$ cat src/rtl/multi_cycle_controller.sv
// Main control FSM for the multicycle RV32I core. Sequences one instruction
// through 3-5 states and drives every mux select and write strobe of the
// shared datapath. It stalls on the unified-memory ready handshake and keeps
// a count of retired instructions.
module multi_cycle_controller #(
  parameter int COUNT_W         = 32,
  parameter bit HALT_ON_ILLEGAL = 1'b1
) (
  input  logic               i_clk,
  input  logic               i_srst,
  input  logic [6:0]         i_opcode,
  input  logic [2:0]         i_funct3,
  input  logic               i_funct7b5,
  input  logic               i_zero,
  input  logic               i_memReady,
  output logic               o_pcWrite,
  output logic               o_adrSrc,
  output logic               o_memWrite,
  output logic               o_irWrite,
  output logic               o_regWrite,
  output logic [1:0]         o_resultSrc,
  output logic [1:0]         o_aluSrcA,
  output logic [1:0]         o_aluSrcB,
  output logic [1:0]         o_immSrc,
  output logic [2:0]         o_aluControl,
  output logic               o_illegal,
  output logic [3:0]         o_state,
  output logic [COUNT_W-1:0] o_retired
);

  typedef enum logic [3:0] {
    S_FETCH    = 4'd0,
    S_DECODE   = 4'd1,
    S_MEMADR   = 4'd2,
    S_MEMREAD  = 4'd3,
    S_MEMWB    = 4'd4,
    S_MEMWRITE = 4'd5,
    S_EXECR    = 4'd6,
    S_ALUWB    = 4'd7,
    S_EXECI    = 4'd8,
    S_JAL      = 4'd9,
    S_BEQ      = 4'd10,
    S_ERROR    = 4'd11
  } state_t;

  localparam logic [6:0] OP_LW  = 7'b0000011;
  localparam logic [6:0] OP_SW  = 7'b0100011;
  localparam logic [6:0] OP_R   = 7'b0110011;
  localparam logic [6:0] OP_I   = 7'b0010011;
  localparam logic [6:0] OP_JAL = 7'b1101111;
  localparam logic [6:0] OP_BEQ = 7'b1100011;

  state_t               r_state;
  logic [COUNT_W-1:0]   r_retired;

  state_t               w_next;
  state_t               w_bad;
  logic                 w_retire;
  logic                 w_funct3_ok;
  logic [2:0]           w_alu_dec;
  logic                 w_pc_update;
  logic                 w_branch;

  assign w_funct3_ok = i_funct3 inside {3'b000, 3'b010, 3'b110, 3'b111};
  // An illegal instruction either parks the core or is silently skipped.
  assign w_bad       = HALT_ON_ILLEGAL ? S_ERROR : S_FETCH;

  // Next-state selection and retire detection.
  always_comb begin
    // NOTE: every combinational output gets a default first so no path
    // leaves it unassigned, which would otherwise infer a latch.
    w_next   = S_FETCH;
    w_retire = 1'b0;
    case (r_state)
      S_FETCH:    w_next = i_memReady ? S_DECODE : S_FETCH;
      S_DECODE: begin
        case (i_opcode)
          OP_LW, OP_SW: w_next = S_MEMADR;
          OP_R:         w_next = w_funct3_ok ? S_EXECR : w_bad;
          OP_I:         w_next = w_funct3_ok ? S_EXECI : w_bad;
          OP_JAL:       w_next = S_JAL;
          OP_BEQ:       w_next = S_BEQ;
          default:      w_next = w_bad;
        endcase
      end
      S_MEMADR:   w_next = i_opcode[5] ? S_MEMWRITE : S_MEMREAD;
      S_MEMREAD:  w_next = i_memReady ? S_MEMWB : S_MEMREAD;
      S_MEMWB: begin
        w_next   = S_FETCH;
        w_retire = 1'b1;
      end
      S_MEMWRITE: begin
        w_next   = i_memReady ? S_FETCH : S_MEMWRITE;
        w_retire = i_memReady;
      end
      S_EXECR, S_EXECI: w_next = S_ALUWB;
      S_ALUWB: begin
        w_next   = S_FETCH;
        w_retire = 1'b1;
      end
      S_JAL:      w_next = S_ALUWB;
      S_BEQ: begin
        w_next   = S_FETCH;
        w_retire = 1'b1;
      end
      S_ERROR:    w_next = S_ERROR;
      default:    w_next = S_FETCH;
    endcase
  end

  // ALU operation for register and immediate arithmetic; bit 30 selects sub
  // only for R-type, since in I-type it is part of the immediate.
  always_comb begin
    w_alu_dec = 3'b000;
    case (i_funct3)
      3'b000:  w_alu_dec = (i_opcode[5] & i_funct7b5) ? 3'b001 : 3'b000;
      3'b010:  w_alu_dec = 3'b101;
      3'b110:  w_alu_dec = 3'b011;
      3'b111:  w_alu_dec = 3'b010;
      default: w_alu_dec = 3'b000;
    endcase
  end

  // State-decoded datapath controls; reset forces the FETCH view with all
  // write strobes low.
  always_comb begin
    w_pc_update  = 1'b0;
    w_branch     = 1'b0;
    o_adrSrc     = 1'b0;
    o_memWrite   = 1'b0;
    o_irWrite    = 1'b0;
    o_regWrite   = 1'b0;
    o_resultSrc  = 2'b00;
    o_aluSrcA    = 2'b00;
    o_aluSrcB    = 2'b00;
    o_aluControl = 3'b000;
    o_illegal    = 1'b0;
    o_state      = r_state;
    case (i_opcode)
      OP_SW:   o_immSrc = 2'b01;
      OP_BEQ:  o_immSrc = 2'b10;
      OP_JAL:  o_immSrc = 2'b11;
      default: o_immSrc = 2'b00;
    endcase
    case (r_state)
      S_FETCH: begin
        o_aluSrcB   = 2'b10;
        o_resultSrc = 2'b10;
        o_irWrite   = i_memReady;
        w_pc_update = i_memReady;
      end
      S_DECODE: begin
        o_aluSrcA = 2'b01;
        o_aluSrcB = 2'b01;
      end
      S_MEMADR: begin
        o_aluSrcA = 2'b10;
        o_aluSrcB = 2'b01;
      end
      S_MEMREAD:  o_adrSrc = 1'b1;
      S_MEMWB: begin
        o_resultSrc = 2'b01;
        o_regWrite  = 1'b1;
      end
      S_MEMWRITE: begin
        o_adrSrc   = 1'b1;
        o_memWrite = 1'b1;
      end
      S_EXECR: begin
        o_aluSrcA    = 2'b10;
        o_aluControl = w_alu_dec;
      end
      S_EXECI: begin
        o_aluSrcA    = 2'b10;
        o_aluSrcB    = 2'b01;
        o_aluControl = w_alu_dec;
      end
      S_ALUWB:    o_regWrite = 1'b1;
      S_JAL: begin
        o_aluSrcA   = 2'b01;
        o_aluSrcB   = 2'b10;
        w_pc_update = 1'b1;
      end
      S_BEQ: begin
        o_aluSrcA    = 2'b10;
        o_aluControl = 3'b001;
        w_branch     = 1'b1;
      end
      S_ERROR:    o_illegal = 1'b1;
      default:    ;
    endcase
    o_pcWrite = w_pc_update | (w_branch & i_zero);
    if (i_srst) begin
      o_pcWrite    = 1'b0;
      o_adrSrc     = 1'b0;
      o_memWrite   = 1'b0;
      o_irWrite    = 1'b0;
      o_regWrite   = 1'b0;
      o_resultSrc  = 2'b10;
      o_aluSrcA    = 2'b00;
      o_aluSrcB    = 2'b10;
      o_immSrc     = 2'b00;
      o_aluControl = 3'b000;
      o_illegal    = 1'b0;
      o_state      = S_FETCH;
    end
  end

  // State register and retired-instruction counter; reset wins over retire.
  always_ff @(posedge i_clk) begin
    // NOTE: sequential state uses non-blocking assignments so every register
    // samples pre-edge values regardless of statement order.
    if (i_srst) begin
      r_state   <= S_FETCH;
      r_retired <= '0;
    end else begin
      r_state <= w_next;
      if (w_retire) r_retired <= r_retired + COUNT_W'(1);
    end
  end

  assign o_retired = r_retired;

endmodule

$ cat config.mk
export PLATFORM = sky130hd
export DESIGN_NAME = multi_cycle_controller
export DESIGN_NICKNAME = d
export VERILOG_FILES = /design/src/rtl/multi_cycle_controller.sv
export SDC_FILE = /design/constraint.sdc
export NUM_CORES = 1
export LEC_CHECK = 0
export BUFFER_PORTS_ARGS = -buffer_cell sky130_fd_sc_hd__buf_2
export CORE_ASPECT_RATIO = 0.75
export CORE_MARGIN = 2
export CORE_UTILIZATION = 53
export DETAILED_ROUTE_END_ITERATION = 10
export PLACE_DENSITY = 0.81
export SLEW_MARGIN = 20
export SYNTH_ARGS = -nofsm -noshare
export SYNTH_HDL_FRONTEND = slang
export SYNTH_SLANG_ARGS = --single-unit
$ cat constraint.sdc
create_clock -name i_clk -period 2.2 [get_ports i_clk]
set_input_delay 0.11 -clock i_clk [delete_from_list [all_inputs] [get_ports i_clk]]
set_output_delay 0.11 -clock i_clk [all_outputs]
set_load 0.01 [all_outputs]
==> flow_summary.yaml <==
status:
  status: "finished clean"
finish:
  layout.nets: 390
  drive_above_1_share_pct: 28.8
  layout.cells.non_filler: 432
  post-route-util_pct: 67.6
  num-fill-cells: 394
  antenna_cells: 0
  syn_to_final_growth_pct: 22.7
sta:
  tns_ps: 0
  holdWs_ps: 299
  rsz0062_at_grt: "no"
  period_needed_ps: 2090
  fin_ws_ps: 111
  fin_crit_sh_pct: 94.9
  tightestPinTransition_ps: 505
  fmax_mhz: 479
  relSlewSlack_pct: 66.3
  skew_ps: 3.06
  hold_violations: 0
  setup_viol: 0
  slew_violations: 0
critical_path:
  cp-start-kind: "flop"
  endpoint: "o_aluControl[0]"
  crit_start: "r_state[2]$_SDFF_PP0_"
  path_delay_family: "simple AND/OR/NAND/NOR gates"
  cp.buffers_inverters: 2
  crit_cells: 6
  cp.required_ps: 2090
  crit_chain: "buf_6 -> nor2b_2 -> mux2i_2 -> or4_1 -> a21oi_1 -> buf_2"
  r2r-end: "o_retired[25]$_SDFFE_PP0P_"
  r2r_slack_ps: 130
  reg2reg_depth: 4
  cp_max_fo: 12
  endpoint_kind: "primary output"
  cp_slowest_cell: "or4_1"
  max_stage_delay_ps: 490
  path_class: "reg -> out"
  cp.arrival_ps: 1980
  reg2reg_from: "o_retired[14]$_SDFFE_PP0P_"
place:
  dp_slack_ps: 39.3
  portBuffers: 67
  routabilityCongestion: 0.930
  dp_hpwl_mm: 4.63
  place_inst: 424
logic_synthesis:
  synth-seq-cells: 36
  syn_area_sq_um: 2460
  netlist_instances: 311
  ys_warn_count: 0
  async_reset_ff_share_pct: 0
  yosysSeqAreaShare_pct: 29.3
  synth_nets: 327
  synth_ff_type: "dfxtp_1"
  ys_types: 50
  synth_edf_count: 0
  avgSynthCellArea_sq_um: 7.91
floorplan:
  die_x_microns: 82.6
  die_y_microns: 63.0
  dieArea_sq_um: 5210
  start_util_pct: 55.0
  ioPinCount: 68
  core_sq_um: 4470
  placementRows: 21
clock_network:
  clk_pin_slew_ps: 70
  clock_path_buffers: 2
  cts_tree: "done"
  root_buffer: "clkbuf_8"
  clk_latency_ps: 280
  hold_buffers: 0
  htree_levels: 2
  cts_made_buffers: 5
  clock_sinks: 36
min_path:
  hold_depth: 4
  hold_path.class: "in -> reg"
drt:
  vias: 2603
  ant_nets: 0
  firstDrtPassIters: 4
  wl_per_cell_microns: 14.9
  via_per_inst: 6.03
  dr.first_iter.drc_count: 207
  drcViolationCount: 0
  wl_mm: 6.43
power_and_ir_drop:
  ir_drop_mv: 0.409
  leakage_nw: 1.23
  power.density_nw_per_um2: 687
global_routing:
  antenna_found_initial: 0
  grt_pass1_vias: 2261
  overflow: 0
  track_usage_pct: 25.8
  grt_pass1_wl_mm: 10.7
  grt_max_degree: 47
run:
  drv_cap: 0
[worst min path at each step]
stage | from | endpoint
floorplan | i_funct3[0] | o_aluControl[2]
global placement | o_retired[15]$_SDFFE_PP0P_ | o_retired[15]$_SDFFE_PP0P_
detailed placement | i_funct3[0] | o_aluControl[2]
CTS | i_opcode[5] | r_state[3]$_SDFF_PP0_
global route | i_opcode[5] | r_state[1]$_SDFF_PP0_
finish | i_opcode[5] | r_state[3]$_SDFF_PP0_
[cell usage after synthesis, types with 3 or more instances]
cell type | n | area share (%)
nor2_1 | 28 | 4.3
nand3_1 | 13 | 2.6
inv_1 | 9 | 1.4
a31oi_1 | 5 | 1.3
nor3_1 | 11 | 2.2
o31ai_1 | 11 | 3.4
and4_1 | 4 | 1.4
dfxtp_1 | 36 | 29
clkbuf_1 | 15 | 2.3
buf_1 | 3 | 0.46
nor4_1 | 13 | 3.3
or3_1 | 5 | 1.3
nor4_2 | 7 | 3.6
a21o_1 | 3 | 0.92
mux2_1 | 16 | 7.3
a21oi_1 | 19 | 3.9
nand2_1 | 18 | 2.7
buf_2 | 4 | 0.81
nand2b_1 | 4 | 1.0
o21ai_1 | 3 | 0.61
nand4_1 | 7 | 1.8
nor4b_1 | 3 | 1.1
or4_1 | 15 | 4.6
inv_2 | 3 | 0.46
nor2b_1 | 22 | 5.6
[flip-flops by register name, summed over array words and instances, names as in the netlist]
register	flops
o_retired	32
r_state	4
[placed cells by master (no fill, tap or decap), types with 5 or more instances in the layout]
master and instances:
o31ai_1 11, nor3_1 11, nor4_1 12, nand2_1 18, a21oi_1 19, clkbuf_8 5
buf_4 8, nor4_2 8, nor2_1 28, buf_2 67, dfxtp_1 34, or4_1 15
nand4_1 7, or3_1 5, a31oi_1 5, nor2b_1 21, mux2_1 16, nand3_1 13
inv_1 9
[report_power, final]
part / total, mW / switching (mW) / leakage [nW] / internal, mW
clock network: 0.566 / 0.230 / 0.0552 / 0.336
registers: 0.732 / 0.0483 / 0.291 / 0.684
logic: 0.776 / 0.460 / 0.888 / 0.317
[timing repair]
item / in CTS / in global routing
gates cloned: 0 / 0
pin swaps: 0 / 1
setup endpoints to repair: 1 / 6
buffers inserted: 0 / 0
gates resized for setup: 1 / 8
[kinds of logic after synthesis]
group                    synth area share (%)
adder cells (fa/ha/maj)                 0.509
AND/OR/NAND/NOR                          39.0
multiplexers                             8.14
flip-flops                               29.3
XOR/XNOR                                 1.43
AO/OA/AOI/OAI                            15.3
buffers and inverters                    6.31
[per-stage QoR]
stage / power, mW / cell area (sq um)
3_5_place_dp: 1.49 / 2880
6_report: 2.07 / 3020
2_1_floorplan: 1.25 / 2460
4_1_cts: 2.05 / 2990
5_1_grt: 2.19 / 3020
3_3_place_gp: 1.47 / 2880
[cell type report]
cell class                 count  area [sq um]  area share (%)
tap                           57          71.3            2.36
clock buffer                   6          72.6            2.40
inverter                      12          45.0            1.49
multi-input combinational    239          1600            53.1
clock inverter                 2          35.0            1.16
sequential                    36           723            24.0
timing repair buffer          80           469            15.5
[worst reg2reg max path, delay by kind of cell, from the launching register on]
kind             cells  cell delay, ps
flip-flops           1             410
multiplexers         1             360
AND/OR/NAND/NOR      3            1190
[routing by layer]
| metal | up-vias | routed length [microns] | track usage (%) |
|---|---|---|---|
| li1 | 1292 | - | - |
| met1 | 1204 | 3130 | 39.0 |
| met2 | 100 | 2760 | 37.3 |
| met3 | 7 | 496 | 5.92 |
| met4 | 0 | 45 | 5.12 |
| met5 | - | 0 | 0 |
Power figures use the tool's default switching activity.
